### src/rtl/cpu_control_fsm_if.sv
// Memory-port handshake between the control sequencer (master) and memory (slave).
// addr_sel steers the shared address mux: 0 = PC, 1 = rs1+imm.
interface cpu_control_fsm_if;
    logic mem_rstrb;
    logic mem_wstrb;
    logic addr_sel;
    logic mem_done;

    modport master (output mem_rstrb, output mem_wstrb, output addr_sel, input mem_done);
    modport slave  (input mem_rstrb, input mem_wstrb, input addr_sel, output mem_done);
endinterface

### src/rtl/cpu_control_fsm.sv
// Multi-cycle RV32I control sequencer: fetch/decode/execute stepping, memory handshake,
// regfile/PC enables, halt on SYSTEM or memory timeout, cycle and retired-instruction counters.
module cpu_control_fsm #(
    parameter int unsigned COUNTER_W = 32,
    parameter int unsigned TIMEOUT   = 0
) (
    input  logic                 clk,
    input  logic                 resetn,
    cpu_control_fsm_if.master    mem,
    input  logic                 i_is_load,
    input  logic                 i_is_store,
    input  logic                 i_is_sys,
    input  logic                 i_writes_rd,
    output logic                 o_instr_we,
    output logic                 o_rf_re,
    output logic                 o_wb_en,
    output logic                 o_pc_we,
    output logic [2:0]           o_state,
    output logic                 o_halted,
    output logic                 o_fault,
    output logic [COUNTER_W-1:0] o_cycles,
    output logic [COUNTER_W-1:0] o_instret
);

    localparam logic [2:0] FETCH_INSTR = 3'd0;
    localparam logic [2:0] WAIT_INSTR  = 3'd1;
    localparam logic [2:0] FETCH_REGS  = 3'd2;
    localparam logic [2:0] EXECUTE     = 3'd3;
    localparam logic [2:0] LOAD        = 3'd4;
    localparam logic [2:0] WAIT_DATA   = 3'd5;
    localparam logic [2:0] STORE       = 3'd6;
    localparam logic [2:0] HALT        = 3'd7;

    // r_wait holds completed wait cycles, so the current wait cycle is r_wait+1.
    localparam logic [15:0] LP_WAIT_LAST = (TIMEOUT == 0) ? 16'd0 : 16'(TIMEOUT - 1);

    logic [2:0]           r_state;
    logic                 r_halted;
    logic                 r_fault;
    logic [15:0]          r_wait;
    logic [COUNTER_W-1:0] r_cycles;
    logic [COUNTER_W-1:0] r_instret;

    logic [2:0] w_next;
    logic       w_rstrb, w_wstrb, w_addr_sel, w_instr_we, w_rf_re, w_wb_en, w_pc_we;
    logic       w_retire, w_fault_set, w_timeout, w_in_wait;

    assign w_timeout = (TIMEOUT != 0) && (r_wait == LP_WAIT_LAST);
    assign w_in_wait = (r_state == WAIT_INSTR) || (r_state == WAIT_DATA);

    always_comb begin
        w_next      = r_state;
        w_rstrb     = 1'b0;
        w_wstrb     = 1'b0;
        w_addr_sel  = 1'b0;
        w_instr_we  = 1'b0;
        w_rf_re     = 1'b0;
        w_wb_en     = 1'b0;
        w_pc_we     = 1'b0;
        w_retire    = 1'b0;
        w_fault_set = 1'b0;
        case (r_state)
            FETCH_INSTR: begin
                w_rstrb = 1'b1;
                w_next  = WAIT_INSTR;
            end
            WAIT_INSTR: begin
                if (mem.mem_done) begin
                    w_instr_we = 1'b1;
                    w_next     = FETCH_REGS;
                end else if (w_timeout) begin
                    w_fault_set = 1'b1;
                    w_next      = HALT;
                end
            end
            FETCH_REGS: begin
                w_rf_re = 1'b1;
                w_next  = EXECUTE;
            end
            EXECUTE: begin
                if (i_is_sys) begin
                    w_next = HALT;
                end else begin
                    w_pc_we = 1'b1;
                    if (i_is_load) begin
                        w_next = LOAD;
                    end else if (i_is_store) begin
                        w_next = STORE;
                    end else begin
                        w_wb_en  = i_writes_rd;
                        w_retire = 1'b1;
                        w_next   = FETCH_INSTR;
                    end
                end
            end
            LOAD: begin
                w_rstrb    = 1'b1;
                w_addr_sel = 1'b1;
                w_next     = WAIT_DATA;
            end
            STORE: begin
                w_wstrb    = 1'b1;
                w_addr_sel = 1'b1;
                w_next     = WAIT_DATA;
            end
            WAIT_DATA: begin
                w_addr_sel = 1'b1;
                if (mem.mem_done) begin
                    w_wb_en  = i_is_load;
                    w_retire = 1'b1;
                    w_next   = FETCH_INSTR;
                end else if (w_timeout) begin
                    w_fault_set = 1'b1;
                    w_next      = HALT;
                end
            end
            default: w_next = HALT;
        endcase
    end

    always_ff @(posedge clk) begin
        if (!resetn) begin
            r_state   <= FETCH_INSTR;
            r_halted  <= 1'b0;
            r_fault   <= 1'b0;
            r_wait    <= '0;
            r_cycles  <= '0;
            r_instret <= '0;
        end else begin
            r_state  <= w_next;
            r_halted <= r_halted | (w_next == HALT);
            r_fault  <= r_fault | w_fault_set;
            if (w_next != r_state) begin
                r_wait <= '0;
            end else if (w_in_wait) begin
                r_wait <= r_wait + 16'd1;
            end
            if (r_state != HALT) begin
                r_cycles <= r_cycles + COUNTER_W'(1);
            end
            if (w_retire) begin
                r_instret <= r_instret + COUNTER_W'(1);
            end
        end
    end

    // Reset gates every strobe/enable so nothing escapes in the reset cycle itself.
    assign mem.mem_rstrb = resetn & w_rstrb;
    assign mem.mem_wstrb = resetn & w_wstrb;
    assign mem.addr_sel  = resetn & w_addr_sel;
    assign o_instr_we    = resetn & w_instr_we;
    assign o_rf_re       = resetn & w_rf_re;
    assign o_wb_en       = resetn & w_wb_en;
    assign o_pc_we       = resetn & w_pc_we;
    assign o_state       = r_state;
    assign o_halted      = r_halted;
    assign o_fault       = r_fault;
    assign o_cycles      = r_cycles;
    assign o_instret     = r_instret;

endmodule

### src/flat_wrapper.sv
// flat-port wrapper written by rule: the top's interface ports become plain ports
module cpu_control_fsm_flat 
#(
    parameter int unsigned COUNTER_W = 32,
    parameter int unsigned TIMEOUT   = 0
)
  (clk, resetn, i_is_load, i_is_store, i_is_sys, i_writes_rd, o_instr_we, o_rf_re, o_wb_en, o_pc_we, o_state, o_halted, o_fault, o_cycles, o_instret, mem_mem_rstrb, mem_mem_wstrb, mem_addr_sel, mem_mem_done);
  cpu_control_fsm_if mem_i ();
  input  logic clk;
  input  logic resetn;
  input  logic i_is_load;
  input  logic i_is_store;
  input  logic i_is_sys;
  input  logic i_writes_rd;
  output logic o_instr_we;
  output logic o_rf_re;
  output logic o_wb_en;
  output logic o_pc_we;
  output logic [2:0] o_state;
  output logic o_halted;
  output logic o_fault;
  output logic [COUNTER_W-1:0] o_cycles;
  output logic [COUNTER_W-1:0] o_instret;
  output wire logic [$bits(mem_i.mem_rstrb)-1:0] mem_mem_rstrb;
  output wire logic [$bits(mem_i.mem_wstrb)-1:0] mem_mem_wstrb;
  output wire logic [$bits(mem_i.addr_sel)-1:0] mem_addr_sel;
  input wire logic [$bits(mem_i.mem_done)-1:0] mem_mem_done;
  assign mem_mem_rstrb = mem_i.mem_rstrb;
  assign mem_mem_wstrb = mem_i.mem_wstrb;
  assign mem_addr_sel = mem_i.addr_sel;
  assign mem_i.mem_done = mem_mem_done;
  cpu_control_fsm #(.COUNTER_W(COUNTER_W), .TIMEOUT(TIMEOUT)) u_core (.clk(clk), .resetn(resetn), .mem(mem_i), .i_is_load(i_is_load), .i_is_store(i_is_store), .i_is_sys(i_is_sys), .i_writes_rd(i_writes_rd), .o_instr_we(o_instr_we), .o_rf_re(o_rf_re), .o_wb_en(o_wb_en), .o_pc_we(o_pc_we), .o_state(o_state), .o_halted(o_halted), .o_fault(o_fault), .o_cycles(o_cycles), .o_instret(o_instret));
endmodule
### config.mk
export PLATFORM = sky130hd
export DESIGN_NAME = cpu_control_fsm_flat
export DESIGN_NICKNAME = d
export VERILOG_FILES = /design/src/rtl/cpu_control_fsm_if.sv /design/src/rtl/cpu_control_fsm.sv /design/src/flat_wrapper.sv
export SDC_FILE = /design/constraint.sdc
export NUM_CORES = 1
export LEC_CHECK = 0
export CORE_MARGIN = 2
export CORE_UTILIZATION = 25
export DETAILED_ROUTE_END_ITERATION = 8
export PLACE_DENSITY_LB_ADDON = 0.05
export SYNTH_ARGS = -nofsm -noshare
export SYNTH_HDL_FRONTEND = slang
export SYNTH_SLANG_ARGS = --single-unit
### constraint.sdc
create_clock -name clk -period 3 [get_ports clk]
set_clock_uncertainty 0.15 [all_clocks]
set_input_delay 0.6 -clock clk [delete_from_list [all_inputs] [get_ports clk]]
set_output_delay 0.6 -clock clk [all_outputs]
set_load 0.02 [all_outputs]
======== After elaboration in Yosys (flattened, before gate mapping) ========
Index checks and enable logic that the tools add are counted.
operators by class
  bitwise logic cells ..................... 8
  muxes and demuxes ....................... 23
  $add $sub $neg .......................... 2
  equal/unequal tests ..................... 8
  reductions and logical operators ........ 4
operator list
  operator                                                                count
  32-bit by 1-bit adder with 32-bit output (second input constant)        2
  3-bit one-hot mux with 6 select lines                                   1
  1-bit two-way mux                                                       15
  3-bit two-way mux                                                       5
  3-bit equality test (second input constant)                             4
  1-bit bitwise AND                                                       7
  3-bit by 2-bit equality test with 1-bit output (second input constant)  2
  1-bit one-hot mux with 2 select lines                                   2
  2-bit OR reduction                                                      2
  3-bit by 1-bit equality test with 1-bit output (second input constant)  1
  3-bit logical NOT                                                       1
  3-bit inequality test (second input constant)                           1
  3-bit OR reduction                                                      1
  1-bit OR                                                                1
storage, ports and cells
  input bits .............................. 7
  register bits ........................... 68

======== Longest topological paths before layout ========
Gate-level depths: netlist (run 1).
  depth after elaboration ................. 6
  gate-level depth with buffers ........... 7

======== Least setup slack after synthesis (run 1) ========
Ideal clock, no wire load.
  path type ............................... input to output
  start point ............................. input port resetn
  end point ............................... output port o_wb_en
  path buffers ............................ 2
  arrival time ............................ 1.548 ns
  cell stages on the path ................. 4
  setup slack ............................. 0.702 ns
  cells stage by stage .................... clkbuf_1 -> clkbuf_1 -> nand3_1 -> nor2_1
on the way
  longest elaborated chain between the ends .. 1
RTL lines
  item                line                    source
  start: declaration  flat_wrapper.sv:10      input logic resetn;
  1-bit bitwise AND   cpu_control_fsm.sv:153  assign o_wb_en = resetn & w_wb_en;
  end: declaration    flat_wrapper.sv:17      output logic o_wb_en;
No other way between the ends.

======== Worst setup path in the final report (run 1) ========
  start point ............................. input port mem_mem_done
  end point ............................... output port o_instr_we
on the way
  longest elaborated chain between the ends .. 3
RTL lines
  item                line                    source
  start: declaration  flat_wrapper.sv:27      input wire logic [$bits(mem_i.mem_done)-1:0] mem_mem_done;
  1-bit two-way mux   cpu_control_fsm.sv:68   if (mem.mem_done) begin
  1-bit two-way mux   cpu_control_fsm.sv:62   case (r_state)
  1-bit bitwise AND   cpu_control_fsm.sv:151  assign o_instr_we = resetn & w_instr_we;
  end: declaration    flat_wrapper.sv:15      output logic o_instr_we;
No other way between the ends.

==> impl_results.md, run 1 <==
- Share of the yosys chip area belonging to registers: 38.7%
- Total Nets Final: 513
- Die X: 123 µm
- Ys Warns: 0
- Via count: 3471
- Synth-to-layout area growth: 37.8%
- DIE AREA: 15000 µm²
- RSZ-0062 raised after global routing: false
- Logic pwr share: 5.2%
- Global-route wire length before repair: 15900 µm
- Crit path from: mem_mem_done
- Critical Path Start Type: input pin
- Placed Cells: 673
- CP Class: in2out
- Final WS setup: 0.0896 ns
- Max Fclk: 344 MHz
- Worst ir drop on vdd: 0.237 mV
- TNS Setup: 0 ns
- Distinct cells, synth: 41
- PortBufs: 81
- Post-synth EDFFs: 0
- Status: finished, final reports clean
- Worst Min Path Start: u_core.o_instret[31]$_SDFFE_PN0P_
- Max-slew headroom: 58.2%
- CTS max path bufs: 2
- Period utilization: 97.0%
- Place WS: -0.0946 ns
- Vias/cell: 5.04
- Largest net degree at the start of global routing: 52
- CP Max Fanout: 3
- Seq pwr share: 44.6%
- Internal: 1.60 mW
- Core ar.: 13800 µm²
- Worst-path clk slew: 0.06 ns
- Drt initial violations: 216
- Sw Ratio: 22.8%
- Layout cells sized above 1: 6.29%
- Final setup violating endpoints: 0
- GPL Wtd Cong: 0.776
- IO Count: 83
- Mapped Nets: 438
- Hold_buf cts: 0
- Vias in the first global route: 3083
- Most common cell after layout, fill and taps aside: clkdlybuf4s50_1
- Post-route ant nets: 0
- Initial antenna violation count: 0
- CP arrival: 2.16 ns
- GRT Total Usage: 13.6%
- Final min period: 2.91 ns
- Avg WL per Cell: 14.7 µm
- Max Slew Vio Count: 0
- Critical Path RT: 2.25 ns
- Worst hold margin: 0.323 ns
- CTS tree: yes
- Inserted Diodes: 0
- CTS Buf Count: 9
- FP Rows: 43
- Worst skew pair latency: 0.34 ns
- Drt pass-1 iters: 6
- Leading register cell type out of synthesis: dfxtp_1
- Worst Max-Slew Pin Slew: 0.628 ns
- Leakage Power: 1.53 nW
- Residual DRC: 0
- Cells after Synth: 429
- Hold Vio Cnt, Final: 0
- GR Overflow Total: 0
- Synth async-reset ratio: 0%
- Total power draw: 2.07 mW
- Power per Cell Area: 427 nW/µm²
- Finished Layout Cells: 689
- DPL Wire Length: 6680 µm
- Crit Reg-Reg Startpoint: u_core.o_state[2]$_SDFF_PN0_
- Mean Syn Cell Area: 8.20 µm²
- Yosys reg bits: 68
- Max-Cap Viols: 0
- Min-delay worst type: reg2reg
- Most frequent cells in the layout: clkdlybuf4s50_1 (78), dfxtp_1 (67), nand2_1 (46), a21oi_1 (37), or4_1 (24)
- CTS root buffer: clkbuf_16
- Initial Utilization: 25.4%
- Post-Syn Area: 3520 µm²
- CTS H-tree lvls: 3
- Clock tree sinks: 68
- Drt total wl: 10100 µm
- Critical Path End Type: primary output
- Clk network pwr share: 50.2%
- Psw: 0.471 mW
- Die Ht: 123 µm
==> through the flow <==
stage	utilization, %	cell area [µm²]
floorplan	-	3520
global placement	32.9	4550
detailed placement	32.9	4550
CTS	35.0	4840
global route	35.1	4850
finish	35.1	4850
==> power by group through the flow <==
stage / clock network [mW] / registers (mW) / logic [mW]
floorplan: 0 / 0.944 / 0.0543
global placement: 0 / 0.942 / 0.110
detailed placement: 0 / 0.942 / 0.110
CTS: 1.08 / 0.922 / 0.110
global route: 1.11 / 0.924 / 0.119
finish: 1.04 / 0.923 / 0.108
==> sequential cells by signal, summed over array words and instances (netlist names) <==
signal            count
u_core.o_halted       1
u_core.o_instret     32
u_core.o_state        3
u_core.o_cycles      32
==> cell usage after synthesis (all sizes together), types with 2 or more instances <==
library cell | count | area (µm²)
nor4 | 21 | 131
o31a | 2 | 17.5
xnor2 | 2 | 17.5
xor2 | 9 | 78.8
dfxtp | 68 | 1360
mux2i | 19 | 190
nor2 | 18 | 67.6
nand2 | 46 | 173
and4 | 7 | 61.3
ha | 2 | 25.0
o31ai | 22 | 165
or3 | 15 | 93.8
a31oi | 2 | 12.5
nand2b | 22 | 138
nand4b | 2 | 17.5
nand3 | 20 | 100
and3 | 6 | 37.5
o21ai | 9 | 45.0
or4 | 25 | 191
a21oi | 37 | 185
buf | 8 | 41.3
inv | 7 | 26.3
clkbuf | 22 | 82.6
nand4 | 18 | 119
and2 | 4 | 25.0
nor3 | 4 | 20.0
o21a | 2 | 15.0
==> worst max-delay path, cell delays in order <==
cell and delay [ns]:
clkdlybuf4s50_1 0.51, nand2_1 0.10, nor4_1 0.20, buf_4 0.16
clkdlybuf4s50_1 0.59
==> layer usage <==
metal	GRT usage (%)	part of all wire, %	vias up	routed length (µm)
met5	0	0	-	0
met4	3.66	0.98	0	99
met3	4.79	5.6	5	569
met2	21.4	46	76	4620
met1	17.8	48	1621	4800
li1	-	-	1769	-
==> path summary, 6_finish.rpt <==
| check | endpoint | slack (ns) | cells past startpoint |
|---|---|---|---|
| worst max register to register | u_core.o_instret[14]$_SDFFE_PN0P_ | 0.60 | 6 |
| worst min register to register | u_core.o_instret[31]$_SDFFE_PN0P_ | 0.32 | 2 |
| worst min-delay path | u_core.o_instret[31]$_SDFFE_PN0P_ | 0.32 | 2 |
| worst max-delay path | o_instr_we | 0.09 | 5 |
==> cells by family after synthesis <==
family / synth area share, %
other: 0.107
multiplexers: 5.73
adder cells (fa/ha/maj): 0.711
AO/OA/AOI/OAI: 13.3
flip-flops: 38.7
XOR/XNOR: 2.74
buffers and inverters: 4.27
AND/OR/NAND/NOR: 34.4
==> area by class of cell <==
cell class,instances,area [µm²]
inverters,7,26.3
clock inverters,5,52.6
multi-input cells,324,2010
repair buffers,94,937
well taps,180,225
clock buffers,11,233
fillers,1440,8980
flip-flops and latches,68,1360
==> timing repair <==
item,CTS,global route
setup endpoints to repair,5,2
gates cloned,0,0
gates resized for setup,1,4
buffers inserted,0,0
Note: power is estimated with default switching activity, not from simulation.
==> run 2, diff against run 1 <==
Settings changed: CORE_ASPECT_RATIO set to 1.1.
==> run 2 against run 1 <==
  * Critical path depth down 1
  * Register-to-register slack improved by 0.02 ns
  * First-iteration DRC count fell by 28%
  * Final area is 0.36% lower
  * Setup slack improved by 0.031 ns
  * Count of clock-buffer cells in the layout up 3
  * Hold slack worse by 0.0042 ns
  * Clock power is essentially flat
  * Critical endpoint is now o_rf_re
  * Die area is essentially flat
  * Via count down 0.40%
  * Sequential power is 0.4% lower
==> impl_results.md, run 2 (same netlist as run 1, synthesis figures left out) <==
- Status: finished, final reports clean
- Period utilization: 96.0%
- CTS resizes: 0
- Synth-to-layout area growth: 37.3%
- CTS H-tree lvls: 3
- Worst hold margin: 0.319 ns
- Drt total wl: 9910 µm
- Final setup violating endpoints: 0
- Clk network pwr share: 49.9%
- Critical Path RT: 2.25 ns
- RSZ-0062 raised after global routing: false
- Final min period: 2.88 ns
- Die Ht: 128 µm
- Drt initial violations: 156
- Max-slew headroom: 55.3%
- Worst Max-Slew Pin Slew: 0.671 ns
- Core ar.: 13800 µm²
- Most common cell after layout, fill and taps aside: clkdlybuf4s50_1
- Max-Cap Viols: 0
- Cells traversed along the worst timing path: clkdlybuf4s50_1, nand2b_1, nor3b_1, clkdlybuf4s50_1
- CP Max Fanout: 6
- Worst-path clk slew: 0.05 ns
- Drt pass-1 iters: 6
- Most used cell, CP: clkdlybuf4s50_1
- CTS Buf Count: 9
- Initial Utilization: 25.5%
- Fillcell total: 1459
- Seq pwr share: 44.8%
- Vias in the first global route: 3243
- Total Nets Final: 511
- Post-CTS setup buffer count: 0
- IO Count: 83
- Crit path from: resetn
- Post-route ant nets: 0
- TNS Setup: 0 ns
- Cell family with most CP delay: buffers and inverters
- CP Class: in2out
- Die X: 117 µm
- Most frequent cells in the layout: clkdlybuf4s50_1 (78), dfxtp_1 (68), nand2_1 (46), a21oi_1 (37), or4_1 (24)
- Critical Path End Type: primary output
- Via count: 3457
- CTS max path bufs: 2
- CP Buf/Inv Count: 2
- Vias/cell: 4.98
- Max Fclk: 347 MHz
- CTS root buffer: clkbuf_16
- Residual DRC: 0
- Logic pwr share: 5.2%
- Max Slew Vio Count: 0
- Register area: 1360 µm²
- Power per Cell Area: 424 nW/µm²
- Psw: 0.452 mW
- PortBufs: 81
- Inserted Diodes: 0
- Critical Path Start Type: input pin
- Hold_buf cts: 0
- Hold Vio Cnt, Final: 0
- Min-delay worst type: reg2reg
- FP Rows: 45
- Worst Min Path Start: u_core.o_instret[31]$_SDFFE_PN0P_
- Leakage Power: 1.53 nW
- Place WS: 0.0182 ns
- Multi-input combinational cell area: 2010 µm²
- GPL Wtd Cong: 0.689
- Initial antenna violation count: 0
- Slowest stage delay, CP: 0.64 ns
- Worst skew pair latency: 0.34 ns
- Layout cells sized above 1: 5.53%
- Worst ir drop on vdd: 0.208 mV
- Clock tree sinks: 68
- Sw Ratio: 22.0%
- DIE AREA: 15000 µm²
- Final WS setup: 0.121 ns
- GR Overflow Total: 0
- GRT Total Usage: 13.9%
- Largest net degree at the start of global routing: 52
- DPL Wire Length: 6760 µm
- CP arrival: 2.13 ns
- Global-route wire length before repair: 16400 µm
- Internal: 1.60 mW
- Avg WL per Cell: 14.3 µm
- CTS tree: yes
- Crit Reg-Reg Startpoint: u_core.o_state[2]$_SDFF_PN0_
- Worst path slowest cell: clkdlybuf4s50_1
[run 2: routing by layer]
metal	global-route usage [%]	vias to the layer above	share of wire, %
li1	-	1754	-
met1	17.7	1626	47
met2	22.2	64	48
met3	2.97	13	3.5
met4	6.64	0	1.9
met5	0	-	0
[run 2: stage by stage]
step,total power [mW],cells,instance area (µm²),utilization [%]
after floorplan,0.998,429,3520,-
after global placement,1.05,679,4540,32.9
after detailed placement,1.05,679,4540,32.9
after CTS,2.09,694,4820,35.0
after global routing,2.14,694,4830,35.0
final,2.05,694,4830,35.0
[run 2: tightest hold or removal path: stages (launching register included)]
cell	delay (ns)
dfxtp_1	0.32
nand2_1	0.05
mux2i_1	0.05
[run 2: power groups by stage]
stage               combinational, mW  clock, mW  sequential (mW)
floorplan                      0.0543          0            0.944
global placement                0.109          0            0.939
detailed placement              0.109          0            0.939
CTS                             0.109       1.06            0.919
global route                    0.119       1.10            0.920
finish                          0.107       1.02            0.919
[run 2: area by class of cell]
type / instances / area share (%)
Sequential cell: 68 / 28.2
Clock inverter: 1 / 0.104
Clock buffer: 14 / 5.88
Inverter: 7 / 0.544
Tap cell: 188 / 4.87
Multi-Input combinational cell: 324 / 41.5
Timing Repair Buffer: 92 / 18.9
[run 2: final timing paths]
| kind | end | slack (ns) | cells past startpoint |
|---|---|---|---|
| worst max-delay path | o_rf_re | 0.12 | 4 |
| worst min-delay path | u_core.o_instret[31]$_SDFFE_PN0P_ | 0.32 | 2 |
| worst max register to register | u_core.o_instret[8]$_SDFFE_PN0P_ | 0.62 | 6 |
| worst min register to register | u_core.o_instret[31]$_SDFFE_PN0P_ | 0.32 | 2 |
==> run 3, diff against run 2 <==
--- a/config.mk
+++ b/config.mk
@@ -12,2 +12,3 @@
 export PLACE_DENSITY_LB_ADDON = 0.05
+export SKIP_CTS_REPAIR_TIMING = 1
 export SYNTH_ARGS = -nofsm -noshare
==> constraint.sdc (replaced) <==
create_clock -name clk -period 2.4 [get_ports clk]
set_clock_uncertainty 0.15 [all_clocks]
set_input_delay 0.48 -clock clk [delete_from_list [all_inputs] [get_ports clk]]
set_output_delay 0.48 -clock clk [all_outputs]
set_load 0.005 [all_outputs]
==> run 3 against run 2 <==
  * Combinational power is 34% higher
  * Count of clock-buffer cells in the layout down 2
  * Wire length up 2.1%
  * Critical endpoint is now mem_mem_wstrb
==> impl_results.md, run 3 (same netlist as run 1, synthesis figures left out) <==
- Crit path from: resetn
- CP Max Fanout: 3
- Via count: 3548
- Hold Vio Cnt, Final: 0
- Flop-to-flop setup slack: 0.19 ns
- Multi-input combinational cell area: 2040 µm²
- Register area: 1360 µm²
- IO Count: 83
- Worst-path clk slew: 0.05 ns
- Post-route ant nets: 0
- Max Slew Vio Count: 0
- Max-slew headroom: 57.7%
- Vias/cell: 4.92
- CP Class: in2out
- Residual DRC: 0
- CTS root buffer: clkbuf_16
- Fillcell total: 1431
- Initial Utilization: 25.5%
- Critical Path End Type: primary output
- Critical Path Start Type: input pin
- Max-Cap Viols: 0
- Crit Reg-Reg Startpoint: u_core.o_instret[4]$_SDFFE_PN0P_
- GPL Wtd Cong: 0.714
- FP Rows: 45
- Final core utilization: 36.8%
- Clock tree sinks: 68
- Layout cells sized above 1: 11.3%
- Worst Min Path Start: u_core.o_instret[31]$_SDFFE_PN0P_
- Synth-to-layout area growth: 44.4%
- Drt initial violations: 143
- Avg WL per Cell: 14.0 µm
- Core ar.: 13800 µm²
- CTS max path bufs: 2
- DPL Wire Length: 7030 µm
- Period utilization: 97.5%
- Worst Max-Slew Pin Slew: 0.634 ns
- Total power draw: 2.64 mW
- Most frequent cells in the layout: clkdlybuf4s50_1 (76), dfxtp_1 (68), nand2_1 (46), a21oi_1 (36), buf_4 (36)
- Worst skew pair latency: 0.33 ns
- Area post-placement: 4730 µm²
- Final min period: 2.34 ns
- Largest net degree at the start of global routing: 46
- Total Nets Final: 537
- Placed Cells: 705
- Die X: 117 µm
- Global-route wire length before repair: 16200 µm
- Power per Cell Area: 520 nW/µm²
- DIE AREA: 15000 µm²
- GRT Total Usage: 13.7%
- PortBufs: 81
- Worst ir drop on vdd: 0.257 mV
- Most common cell after layout, fill and taps aside: clkdlybuf4s50_1
- GR Overflow Total: 0
- Final setup violating endpoints: 0
- Vias in the first global route: 3227
- RSZ-0062 raised after global routing: false
- CTS Buf Count: 9
- Design area: 5080 µm²
- Drt pass-1 iters: 4
- Leakage Power: 1.71 nW
- Critical Path RT: 1.77 ns
- CTS tree: yes
- CTS H-tree lvls: 3
- Inserted Diodes: 0
- Status: finished, final reports clean
- Finished Layout Cells: 721
- Max Fclk: 427 MHz
- Die Ht: 128 µm
- Drt total wl: 10100 µm
- Min-delay worst type: reg2reg
- Initial antenna violation count: 0
- CP arrival: 1.71 ns
==> run 3: metrics by stage <==
step	hold slack (ns)	TNS, ns	setup slack (ns)
2_1_floorplan	0.309	0	0.228
3_3_place_gp	0.306	-4.68	-0.264
3_5_place_dp	0.318	-5.35	-0.252
4_1_cts	0.327	-0.783	-0.256
5_1_grt	0.357	0	0.0107
6_report	0.321	0	0.0598
==> run 3: final cells by class <==
class	instances	area share, %
Inverter	7	0.517
Sequential cell	68	26.8
Multi-Input combinational cell	324	40.1
Timing Repair Buffer	118	21.9
Tap cell	188	4.63
Clock buffer	12	5.05
Clock inverter	4	0.936
==> run 3: path summary, 6_finish.rpt <==
check             cells after the start                           endpoint
hold / removal                        2  u_core.o_instret[31]$_SDFFE_PN0P_
setup / recovery                      4                      mem_mem_wstrb
setup reg to reg                      4  u_core.o_instret[18]$_SDFFE_PN0P_
hold reg to reg                       2  u_core.o_instret[31]$_SDFFE_PN0P_
==> run 3: power breakdown <==
group / internal, mW / switching (mW) / leakage, nW
combinational: 0.0683 / 0.0747 / 1.01
sequential: 1.14 / 0.00559 / 0.549
clock: 0.858 / 0.499 / 0.149
total: 2.06 / 0.580 / 1.71
==> run 3: worst max-delay path, stage by stage <==
cell,delay (ns)
clkdlybuf4s50_1,0.51
nand2b_1,0.11
nor2_1,0.11
clkdlybuf4s50_1,0.51
==> run 3: metal layers <==
| layer | global-route usage, % | wire length (µm) | up-vias |
|---|---|---|---|
| li1 | - | - | 1808 |
| met4 | 6.16 | 165 | 0 |
| met1 | 17.5 | 4880 | 1670 |
| met3 | 2.73 | 308 | 12 |
| met2 | 22.0 | 4760 | 58 |
| met5 | 0 | 0 | - |
